### config.mk
export PLATFORM = sky130hd
export DESIGN_NAME = uart_tx_arbiter
export DESIGN_NICKNAME = d
export VERILOG_FILES = /design/src/rtl/uart_tx_arbiter.sv
export SDC_FILE = /design/constraint.sdc
export NUM_CORES = 1
export LEC_CHECK = 0
export CAP_MARGIN = 5
export CORE_MARGIN = 4
export CORE_UTILIZATION = 29
export DETAILED_ROUTE_END_ITERATION = 7
export PLACE_DENSITY_LB_ADDON = 0.15
export REMOVE_ABC_BUFFERS = 1
export SLEW_MARGIN = 25
export SYNTH_ARGS = -nofsm -noshare
export SYNTH_HDL_FRONTEND = slang
export SYNTH_SLANG_ARGS = --single-unit
### constraint.sdc
create_clock -name clk -period 3.29 [get_ports clk]
set_input_delay 0.329 -clock clk [delete_from_list [all_inputs] [get_ports clk]]
set_output_delay 0.329 -clock clk [all_outputs]
set_load 0.005 [all_outputs]
### src/rtl/uart_tx_arbiter.sv
// Round-robin arbiter that shares one uart_tx between N_REQ byte-stream requesters.
// A grant is held for a whole message, with forced release after a burst cap or an idle timeout.
module uart_tx_arbiter #(
   parameter int N_REQ     = 4,
   parameter int MAX_BURST = 16,
   parameter int IDLE_TO   = 64
) (
   input  logic                 clk,
   input  logic                 rst,
   input  logic [N_REQ-1:0]     req_valid,
   input  logic [8*N_REQ-1:0]   req_data,
   input  logic [N_REQ-1:0]     req_last,
   output logic [N_REQ-1:0]     req_ready,
   output logic [N_REQ-1:0]     grant,
   output logic                 busy,
   output logic [7:0]           tx_data,
   output logic                 tx_valid,
   input  logic                 tx_ready
);

   localparam int         IW          = $clog2(N_REQ);
   localparam logic [7:0] MAX_BURST_C = 8'(MAX_BURST);
   localparam logic [7:0] IDLE_TO_C   = 8'(IDLE_TO);

   typedef enum logic {IDLE, LOCK} state_e;

   state_e            state_q, state_d;
   logic [N_REQ-1:0]  grant_q, grant_d;
   logic [IW-1:0]     owner_q, owner_d;
   logic [IW-1:0]     rr_ptr_q, rr_ptr_d;
   logic [7:0]        beat_cnt_q, beat_cnt_d;
   logic [7:0]        idle_cnt_q, idle_cnt_d;

   logic              found;
   logic [IW-1:0]     winner;
   logic [IW-1:0]     cand;
   int                idx;
   logic              owner_valid;
   logic              owner_last;
   logic              beat;
   logic              rel;
   logic [7:0]        beat_cnt_inc;
   logic [7:0]        idle_cnt_inc;
   logic [IW-1:0]     owner_next;
   logic [IW+2:0]     data_base;

   // Round-robin scan: first valid requester at or after rr_ptr, wrapping at N_REQ.
   always_comb begin
      found  = 1'b0;
      winner = '0;
      idx    = 0;
      cand   = '0;
      for (int k = 0; k < N_REQ; k++) begin
         idx = int'(rr_ptr_q) + k;
         if (idx >= N_REQ) idx = idx - N_REQ;
         cand = IW'(idx);
         if (!found && req_valid[cand]) begin
            found  = 1'b1;
            winner = cand;
         end
      end
   end

   assign owner_valid  = req_valid[owner_q];
   assign owner_last   = req_last[owner_q];
   assign beat         = (state_q == LOCK) && owner_valid && tx_ready;
   assign beat_cnt_inc = beat_cnt_q + 8'd1;
   assign idle_cnt_inc = idle_cnt_q + 8'd1;
   assign owner_next   = (owner_q == IW'(N_REQ - 1)) ? '0 : owner_q + IW'(1);

   // Idle timeout only advances while the owner has nothing to send, so it can never
   // coincide with a beat; last and burst cap on the same beat collapse into one release.
   assign rel = (state_q == LOCK) &&
                ((beat && (owner_last || beat_cnt_inc == MAX_BURST_C)) ||
                 (!owner_valid && idle_cnt_inc == IDLE_TO_C));

   // NOTE: state registers use non-blocking assignments so every flop samples pre-edge values.
   always_ff @(posedge clk or negedge rst) begin
      if (!rst) begin
         state_q    <= IDLE;
         grant_q    <= '0;
         owner_q    <= '0;
         rr_ptr_q   <= '0;
         beat_cnt_q <= '0;
         idle_cnt_q <= '0;
      end else begin
         state_q    <= state_d;
         grant_q    <= grant_d;
         owner_q    <= owner_d;
         rr_ptr_q   <= rr_ptr_d;
         beat_cnt_q <= beat_cnt_d;
         idle_cnt_q <= idle_cnt_d;
      end
   end

   // NOTE: every combinational output gets a default first so no path can infer a latch.
   always_comb begin
      state_d    = state_q;
      grant_d    = grant_q;
      owner_d    = owner_q;
      rr_ptr_d   = rr_ptr_q;
      beat_cnt_d = beat_cnt_q;
      idle_cnt_d = idle_cnt_q;
      unique case (state_q)
         IDLE: begin
            if (found) begin
               state_d         = LOCK;
               owner_d         = winner;
               grant_d         = '0;
               grant_d[winner] = 1'b1;
               beat_cnt_d      = '0;
               idle_cnt_d      = '0;
            end
         end
         LOCK: begin
            if (beat) begin
               beat_cnt_d = beat_cnt_inc;
               idle_cnt_d = '0;
            end else if (!owner_valid) begin
               idle_cnt_d = idle_cnt_inc;
            end
            if (rel) begin
               state_d    = IDLE;
               grant_d    = '0;
               rr_ptr_d   = owner_next;
               beat_cnt_d = '0;
               idle_cnt_d = '0;
            end
         end
         default: state_d = IDLE;
      endcase
   end

   always_comb begin
      tx_data   = 8'h00;
      tx_valid  = 1'b0;
      req_ready = '0;
      data_base = {owner_q, 3'b000};
      if (state_q == LOCK) begin
         tx_data            = req_data[data_base +: 8];
         tx_valid           = owner_valid;
         req_ready[owner_q] = tx_ready;
      end
   end

   assign grant = grant_q;
   assign busy  = (state_q == LOCK);

endmodule
# Word-level counts from Yosys, hierarchy flattened
# Index checks and enable logic that the tools add are counted.
# totals
register_bits	25
input_bits	43
out_inout_bits	18
word_cells	105
# op_classes
addsub	10
order_cmp	12
n_eq_ne	7
shift	1
muxes	46
bitwise	2
reduce_logical	21
# ops
cell	count
two-way mux 8 bit	7
one-hot mux 8 bit (2 select lines)	2
indexed part select 32 x 6 -> 8 bit	1
less-than comparator 2 x 3 -> 1 bit, second input constant	6
two-way mux 2 bit	9
adder 8 x 1 -> 8 bit, second input constant	2
two-way mux 1 bit	15
binary-select mux 1 bit (select 2 bit)	6
two-way mux 4 bit	3
logical AND 1 bit	10
AND reduction 2 bit	5
greater-or-equal comparator 3 bit, second input constant	3
== test 8 x 5 -> 1 bit, second input constant	1
== test 8 x 7 -> 1 bit, second input constant	1
one-hot mux 4 bit (2 select lines)	1
subtractor 2 x 1 -> 2 bit, second input constant	4
adder 2 x 2 -> 3 bit, second input constant	2
AND 4 bit	1
demux 1 bit (select 2 bit)	2
greater-or-equal comparator 2 x 1 -> 1 bit, second input constant	2
logical NOT 1 bit	4
!= test 4 x 2 -> 1 bit, second input constant	1
adder 2 x 1 -> 3 bit, second input constant	1
greater-or-equal comparator 2 x 3 -> 1 bit, second input constant	1
8 further kinds	9

# Longest topological paths before layout
# depth
word_depth	20
depth_mapped	7
ltp_nobuf	7

# Worst setup path before layout
# OpenSTA, ideal clock, no wires.
# synth_path
path_kind	register to register
start	reg idle_cnt_q[0]
end	reg idle_cnt_q[5]
setup_ns	0.083
arrival_ns	2.035
t_required_ns	3.207
setup_slack_ns	1.172
stages_incl_launch_ff	8
n_path_buf	0
period_less_slack_ns	2.118
path_cell_list	dfrtp_1 ha_1 nor3b_1 o2111a_1 o2111ai_2 nand2_1 or4_1 o21ai_0
# synth_between
elab_chain_len	7
word_cells_on_any_way	11
classes_between	add/sub (1); eq/ne (2); mux (4); reduce/logical (4)
# synth_rtl
item	line	text
start, declared	32	logic [7:0] idle_cnt_q, idle_cnt_d;
start signal, assigned	92	idle_cnt_q <= idle_cnt_d;
adder 8 x 1 -> 8 bit (*)	68	assign idle_cnt_inc = idle_cnt_q + 8'd1;
== test 8 x 7 -> 1 bit	75	(!owner_valid && idle_cnt_inc == IDLE_TO_C));
logical AND 1 bit	75	
logical OR 1 bit	74	((beat && (owner_last || beat_cnt_inc == MAX_BURST_C)) ||
logical AND 1 bit	73	assign rel = (state_q == LOCK) &&
!= test 4 x 2 -> 1 bit (no source line) or two-way mux 8 bit (tied branches)	--	
AND reduction 2 bit (no source line) or one-hot mux 8 bit (2 select lines) (tied branches)	--	
# Every way passes the cells marked *; elsewhere a longest branch is shown, timed or not. The select of a mux whose other input is x is not followed.
# A chain may end at the register's enable or synchronous reset.

# Worst setup path after layout
# layout_path
start	reg owner_q[0]
end	out tx_data[6]
# layout_between
elab_chain_len	2
# layout_rtl
item	line	text
start, declared	29	logic [IW-1:0] owner_q, owner_d;
start signal, assigned	89	owner_q <= owner_d;
indexed part select 32 x 6 -> 8 bit	140	tx_data = req_data[data_base +: 8];
two-way mux 8 bit	139	if (state_q == LOCK) begin
end, declared	16	output logic [7:0] tx_data,
# No other way between the ends.

==> results.cfg <==
[synthesis]
async_reset_ff_frac = 1.00
synthesis.area_um2 = 1850
synth_edf_count = 0
ys_seq_area_frac = 0.339
avgSynthCellArea_um2 = 9.68
ys_ff_latch = 25
synthFlopType = dfrtp_1
yosysUniqueCellTypes = 46
postSynthCellCount = 191
ys_warn_count = 0

[clocking]
postCtsHoldBufs = 0
cts_sinks = 25
cts.clk_slew.worst_paths_ps = 90
post_cts_buffers = 0
cts_tree = yes
clk_path_buf_depth = 2
clock_latency_ps = 270
cts_made_buffers = 3
htreeDepth = 1
root_buffer = clkbuf_8
cts_resized = 0

[power_and_ir_drop]
vdd_ir_drop_max_v = 0.000339
p_leak_nw = 1.08
pwr_density_cell_nw_per_um2 = 612
total_power_mw = 1.59

[floorplan]
io_pins = 61
die_x_um = 87.8
row_count = 28
die_area_um2 = 7710
die_y_um = 87.8
start_util = 0.305
core_um2 = 6060

[global_route]
grt-ovfl-total = 0
grt_pass1_wl_um = 8710
grt_pass1_vias = 1726
grtUsageMet1 = 0.198
busiest_layer = met2
track_usage = 0.142
grt_max_degree = 30
grt_use_met3 = 0.0245
antenna_found_initial = 0
met2_usage = 0.236

[sta]
rsz0062_at_grt = no
worst_slew_pin_slew_ps = 797
slew_viol_final = 0
max_freq_mhz = 392
finalSetupViolCount = 0
min_period_over_period = 0.775
relSlewSlack = 0.469
tns_ps = 0
min_period_ps = 2550
finClkSkew_ps = 9.17
hold_viol_final = 0

[placement]
portBuffers = 60
place_congestion = 0.838
dp_hpwl_um = 3870
place_inst = 323

[finish]
nNetsFinal = 303
antenna_cells = 0
final_cells = 327
layout_commonest_cell = clkdlybuf4s50_1
syn2layout_area_growth_pct = 40.2
drive_above_1_share = 0.103
mostFrequentLayoutCells = clkdlybuf4s50_1, dfrtp_1, nand2_1

[route]
vias_per_cell = 5.19
drt_iter0_markers = 100
wire_per_inst_um = 15.2
drc = 0
dr.pass1.iters = 4
num_vias = 1696
wirelength_um = 4960
detail-route-antenna-nets = 0

[critical_path]
crit_slowest_cell = dfrtp_1
slowest_delay_ps = 560
worstReg2RegStart = idle_cnt_q[0]
start_kind = flop
cp.required_ps = 2960
cp_cell_sequence = buf_4 -> mux4_2 -> and2_1 -> clkdlybuf4s50_1
path_buf_inv = 2
path_class = reg2out
cp-startpoint = owner_q[0]
cp_top_family = buffers and inverters
crit_path_end_kind = output pin
crit_fanout = 8
arrival_ps = 2220

[worst_hold_path]
worstHoldPathType = in2async

[flow_run]
cap_viol_max_count = 0

[status]
status = finished, final reports clean
[worst register-to-register path: stages, from the launching register on]
cell,delay [ps]
dfrtp_1,470
ha_1,320
and3b_1,210
o2111a_1,240
o2111ai_2,300
nand2_1,230
or4_1,500
o21ai_0,80
[metal layers]
metal | routed length [um] | vias up
li1 | - | 852
met4 | 21 | 0
met1 | 2320 | 823
met2 | 2500 | 19
met5 | 0 | -
met3 | 118 | 2
[synthesized netlist by cell type (2+ instances only)]
cell type  count  area [um2]
mux2_2         4        45.0
o21ai_0        8        40.0
and3b_1        2        17.5
nand3_1        9        45.0
a22o_1        11        96.3
nand4_1        2        12.5
dfrtp_1       25         626
o31ai_1        2        15.0
nor2b_1        7        43.8
o22ai_1        4        25.0
a21o_1         3        22.5
nand2b_1       3        18.8
nor2_1        12        45.0
clkbuf_1       5        18.8
ha_1           7        87.6
a21oi_1        8        40.0
and2_1         9        56.3
nor3_1         3        15.0
and3_1         5        31.3
nor4_1         4        25.0
inv_1          8        30.0
mux4_2        10         225
o211ai_1       3        22.5
nand2_1       15        56.3
[final cells by class]
| class | instances | area [um2] |
|---|---|---|
| sequential | 25 | 626 |
| inverter | 8 | 30.0 |
| clock buffer | 3 | 41.3 |
| clock inverter | 1 | 5.00 |
| timing repair buffer | 64 | 631 |
| fill | 604 | 3470 |
| tap | 75 | 93.8 |
| multi-input combinational | 151 | 1160 |
[kinds of logic after synthesis]
family | after synthesis | share of synthesized area
AO/OA/AOI/OAI | 51 | 0.204
adder cells (fa/ha/maj) | 7 | 0.0474
buffers and inverters | 15 | 0.0311
XOR/XNOR | 2 | 0.00948
flip-flops | 25 | 0.339
multiplexers | 15 | 0.152
AND/OR/NAND/NOR | 76 | 0.218
[state kept, by name (all words and copies together) (netlist names)]
name	flops
beat_cnt_q	8
idle_cnt_q	8
grant	4
owner_q	2
rr_ptr_q	2
busy	1
[through the flow]
| stage | hold WS, ps | worst slack [ps] | utilization | instance area [um2] |
|---|---|---|---|---|
| 2_1_floorplan | 33.4 | 908 | - | 1820 |
| 3_3_place_gp | 498 | 709 | 0.420 | 2540 |
| 3_5_place_dp | 484 | 674 | 0.420 | 2540 |
| 4_1_cts | 438 | 678 | 0.428 | 2590 |
| 5_1_grt | 458 | 598 | 0.428 | 2590 |
| 6_report | 423 | 740 | 0.428 | 2590 |
[report_power, final]
group,switching (mW),internal (mW),total [mW]
clock network,0.0974,0.0847,0.182
logic,0.364,0.521,0.885
registers,0.131,0.388,0.519
[path summary, 6_finish.rpt]
kind                       cells after the start  slack (ps)       endpoint
min in group clk                               1         510       grant[0]
max                                            4         740     tx_data[6]
max in group asynchronous                      2        2620  beat_cnt_q[0]
max reg2reg                                    7         880  idle_cnt_q[5]
min reg2reg                                    1         510       grant[0]
min                                            2         420    rr_ptr_q[1]
(Power assumes the default switching activity.)
==> variant 1: new RTL, same flow settings <==
Reset style: synchronous (`rst`), changed in one clocked block.
--- a/src/rtl/uart_tx_arbiter.sv
+++ b/src/rtl/uart_tx_arbiter.sv
@@ -76,5 +76,5 @@
 
    // NOTE: state registers use non-blocking assignments so every flop samples pre-edge values.
-   always_ff @(posedge clk or negedge rst) begin
+   always_ff @(posedge clk) begin
       if (!rst) begin
          state_q    <= IDLE;
Behaviour: differs if rst is asserted again (counterexample within 4 cycles, from zero or initial values and one cycle with rst low); with rst held inactive, the same outputs for 10 cycles.
==> variant 1 against the original RTL <==
Sequential cell count did not move. Wire length rose by 0.97%. First-iteration DRC count up 3.0%. Worst setup slack improved by 0.10 ns. Synthesized cell count is 14% higher. Final area fell by 0.29%. Synthesized area increased by 0.41%. Count of clock-buffer cells in the layout did not move. Critical endpoint is now tx_valid. Largest cell class unchanged.
Power is not compared: it rests on default switching activity, and its combinational part moved more than twofold at a synthesized area within 25%.
==> variant 1: results (changes against the original RTL) <==
* Worst r2r dst: beat_cnt_q[7]
* Global-route wire length before repair at 8.51 mm (-2.3%)
* CTS Buf Count at 3 (unchanged)
* Port buffer count at 60 (unchanged)
* Worst Skew at 0.0114 ns (+0.00223 ns)
* Final period utilization at 0.744 (-0.0312)
* Final setup vio count at 0 (unchanged)
* Worst Hold Depth at 2
* Nets at 326 (+7.6%)
* Met1 wire length at 2.38 mm (+2.5%)
* Top post-synthesis cells by area: dfxtp_1 (27%), mux4_2 (11%), nand2_1 (4.9%)
* Primary FF master, synth: dfxtp_1
* Vias in the first global route at 1709 (-0.98%)
* Post-synthesis sequential area ratio at 0.270 (-0.0688)
* Setup repair bufs after CTS at 0 (unchanged)
* DR pass1 iterations at 4 (unchanged)
* Residual DRC at 0 (unchanged)
* Worst endpoint data arrival time at 2.12 ns (-0.10 ns)
* Vias at 1800 (+6.1%)
* Initial antenna violation count at 0 (unchanged)
* Cell variety after synth at 49 (+6.5%)
* Final WL at 5.01 mm (+0.97%)
* Initial DRC count at 103 (+3.0%)
* GP Congestion at 0.823 (-1.8%)
* Gr usage total at 0.138 (-0.00334)
* Reg2Reg Depth at 6 (-1)
* Worst-path clk slew at approximately 0.08 ns
* Hold_sp: grant[1]
* Largest net degree at the start of global routing at 26 (-13%)
* R2R Setup Slk at a little under 0.9 ns
* Largest fanout on the critical path at 9 (+1)
* Fillers at 599 (-0.83%)
* Outcome: finished clean
* Yosys warns at 0 (unchanged)
* Met3 wire len at 176 um (+49%)
* Clk Latency, worst-skew pair at between 0.2 and 0.3 ns
* H-tree depth at 1 (unchanged)
* Layout cell share with drive strength beyond 1 at 0.0800 (-0.0232)
* Synth cell count leaders: dfxtp_1 (25), nand2_1 (24), o21ai_0 (15)
* Clock Path Buffers at 2 (unchanged)
* Hold/Removal Path Class: register to register
* Worst hold endpoint: grant[1]
* Max cap viols at 0 (unchanged)
* Antenna diodes at 0 (unchanged)
* Met2 Routed Length at 2.43 mm (-2.8%)
* Peak supply drop at ~0.00013 V
* DP Wirelength at 3.82 mm (-1.4%)
* Total placed cells including tap cells at 346 (+7.1%)
* Max layer used: met4
* Slew HR at 0.537 (+0.0686)
* Post-synth ARST share at 0 (-1.00)
* Routed WL per cell at 14.3 um (-5.7%)
* Reg-to-reg startpoint: owner_q[0]
* Fin Hold WS at 0.480 ns (+0.0564 ns)
* CTS-repair resized insts at 0 (unchanged)
* Post-Synthesis Cells at 218 (+14%)
* Leak Pwr at 0.904 nW
[variant 1: cell count changes after synthesis, moves of 5 or more]
cell | before | now
a21boi_0 | 1 | 10
a22o_1 | 11 | 2
and3_1 | 5 | 10
dfrtp_1 | 25 | 0
dfxtp_1 | 0 | 25
nand2_1 | 15 | 24
o21ai_0 | 8 | 15
[variant 1: cell type report]
type                            count  share of cell area
Clock buffer                        3              0.0160
Clock inverter                      1             0.00194
Sequential cell                    25               0.194
Timing Repair Buffer               64               0.244
Multi-Input combinational cell    176               0.499
Inverter                            6             0.00872
Tap cell                           75              0.0363
[variant 1: kinds of logic (layout without fill, tap and decap cells)]
group	count (synthesis)	count (layout)	share of synthesized area
xor gates and xnor gates	4	4	0.0189
buffers and inverters	17	74	0.0351
and+or+nand+nor	93	93	0.266
AOI/OAI and AO/OA	59	59	0.223
adders and majority gates	7	7	0.0472
muxes	13	13	0.140
DFF	25	25	0.270
[variant 1: worst max-delay path, stage by stage]
cell and delay [ns]:
clkdlybuf4s50_1 0.50, mux4_2 0.63, and2_1 0.22, clkdlybuf4s50_1 0.44
[variant 1: worst max-delay path by stage]
stage / startpoint / endpoint / slack, ns / depth (start not counted)
finish: req_valid[3] / tx_valid / 0.84 / 4
global route: owner_q[0] / beat_cnt_q[7] / 0.62 / 6
CTS: req_valid[3] / tx_valid / 0.84 / 4
detailed placement: req_valid[3] / beat_cnt_q[6] / 0.65 / 6
global placement: req_valid[3] / beat_cnt_q[6] / 0.68 / 6
floorplan: owner_q[0] / beat_cnt_q[6] / 0.81 / 5
[variant 1: routing by layer]
layer / global-route usage / up-vias
met5: 0 / -
met4: 0.0251 / 0
met3: 0.0263 / 2
met2: 0.229 / 27
met1: 0.189 / 852
li1: - / 919
[variant 1: power by group]
group          leakage (nW)  switching [mW]  internal [mW]
clock                0.0255           0.102         0.0849
combinational         0.676          0.0616          0.109
sequential            0.202          0.0107          0.308
[variant 1: per-stage QoR]
step                      worst slack, ns  instance area (sq um)
after CTS                           0.844                   2580
after global routing                0.619                   2580
after global placement              0.683                   2540
after detailed placement            0.649                   2540
final                               0.843                   2580
after floorplan                     0.810                   1810
==> variant 2: new RTL, config.mk and constraints unchanged <==
Without the edit above. `N_REQ`: 4 -> 2.
--- a/src/rtl/uart_tx_arbiter.sv
+++ b/src/rtl/uart_tx_arbiter.sv
@@ -2,5 +2,5 @@
 // A grant is held for a whole message, with forced release after a burst cap or an idle timeout.
 module uart_tx_arbiter #(
-   parameter int N_REQ     = 4,
+   parameter int N_REQ     = 2,
    parameter int MAX_BURST = 16,
    parameter int IDLE_TO   = 64
Ports: changed (5 resized); port bits go from 61 to 37. The function was not compared with the original's and may differ.
==> variant 2 against the original RTL <==
Via count down 23%. Sequential cell count fell by 4. Clock skew is 0.0041 ns lower. Synthesized area is 20% lower. Die area decreased by 19%. Count of clock-buffer cells in the layout unchanged. Worst setup slack better by 0.22 ns. Wire length decreased by 22%. Final area down 25%. Global-route usage is 1.1 points lower. Critical endpoint is now beat_cnt_q[1]. Total power shrank 29%. Synthesized cell count decreased by 17%. Core utilization down 2.4 points.
==> variant 2: results (changes against the original RTL) <==
* Max-slew violations at 0 (unchanged)
* Worst endpoint data arrival time at 2.49 ns (+0.27 ns)
* Gr usage total at 0.131 (-0.0110)
* Nets at 223 (-26%)
* Syn Area/Cell at 9.26 sq um (-4.3%)
* Worst r2r dst: beat_cnt_q[1]
* Top post-synthesis cells by area: dfrtp_1 (36%), mux2i_1 (8.2%), a22o_1 (4.2%)
* Peak supply drop at 0.000177 V (-48%)
* R2R Setup Slk at 0.96 ns (+0.08 ns)
* Routing usage on met3 at 0.0283 (+0.00389)
* GR Util met2 at 0.223 (-0.0132)
* Final WL at 3.88 mm (-22%)
* CTS Buf Count at 3 (unchanged)
* Global-route wire length before repair at 6.54 mm (-25%)
* Leak Pwr at 0.891 nW (-17%)
* Layout cell share with drive strength beyond 1 at 0.117 (+0.0142)
* Yosys warns at 0 (unchanged)
* Post-synth ARST share at 1.00 (unchanged)
* Cell variety after synth at 44 (-4.3%)
* Initial antenna violation count at 0 (unchanged)
* H-tree depth at 1 (unchanged)
* Reg2Reg Depth at 7 (unchanged)
* Synth cell count leaders: dfrtp_1 (21), nand2_1 (15), nor2_1 (15)
* Worst Skew at 0.00510 ns (-0.00408 ns)
* Largest fanout on the critical path at 9 (+1)
* Fillers at 505 (-16%)
* Post-synthesis sequential area ratio at 0.357 (+0.0183)
* Largest net degree at the start of global routing at 22 (-27%)
* Initial DRC count at 37 (-63%)
* Vias at 1313 (-23%)
* Final non-filler cell total at 263 (-20%)
* Clock Path Buffers at 2 (unchanged)
* DR pass1 iterations at 4 (unchanged)
* GP Congestion at 0.739 (-12%)
* Slew HR at 0.582 (+0.114)
* Antenna diodes at 0 (unchanged)
* Fin Hold WS at 0.00822 ns (-0.415 ns)
* M1 GR Usage at 0.167 (-0.0308)
* Outcome: finished clean
* Post-Place Worst Slack at 0.893 ns (+0.219 ns)
* DP Wirelength at 3.03 mm (-22%)
* Port buffer count at 36 (-40%)
* Post-route cell area at 0.00194 sq mm (-25%)
* Setup repair bufs after CTS at 0 (unchanged)
[variant 2: area by class of cell]
class,count,area share
clock buffer,3,0.0213
clock inverter,1,0.00258
inverter,7,0.0135
multi-input combinational,127,0.462
sequential,21,0.271
tap,67,0.0432
timing repair buffer,37,0.187
[variant 2: worst max-delay path by stage]
stage                     slack [ns]           from  depth (start not counted)            end
final                           0.96  idle_cnt_q[0]                          7  beat_cnt_q[1]
after floorplan                 1.19        owner_q                          6  beat_cnt_q[4]
after global routing            0.75  idle_cnt_q[0]                          7  beat_cnt_q[6]
after CTS                       0.93  idle_cnt_q[0]                          7       grant[1]
after detailed placement        0.89   req_valid[1]                          7  beat_cnt_q[4]
after global placement          0.91   req_valid[1]                          7  beat_cnt_q[4]
[variant 2: per-layer routing]
| metal | up-vias | share of wire |
|---|---|---|
| met5 | - | 0 |
| met4 | 0 | 0.0098 |
| met2 | 14 | 0.54 |
| met1 | 637 | 0.43 |
| met3 | 6 | 0.020 |
| li1 | 656 | - |
[variant 2: logic make-up after synthesis]
kind of cell | synth area share
compound gates | 0.240
simple gates | 0.236
flops | 0.357
buf+inv | 0.0340
fa+ha+maj | 0.0255
xor+xnor | 0.0178
mux | 0.0892
[variant 2: power breakdown]
group | leakage, nW | switching (mW) | internal (mW)
logic | 0.591 | 0.265 | 0.287
clock network | 0.0255 | 0.0895 | 0.0845
registers | 0.274 | 0.0766 | 0.319
total | 0.891 | 0.432 | 0.690
[variant 2: worst max-delay path, stage by stage, from the launching register on]
cell and delay [ns]:
dfrtp_1 0.46, ha_1 0.31, and4_2 0.30, mux2i_1 0.28, a21oi_2 0.13, o21ai_4 0.36, nor2_1 0.13, a31o_2 0.26
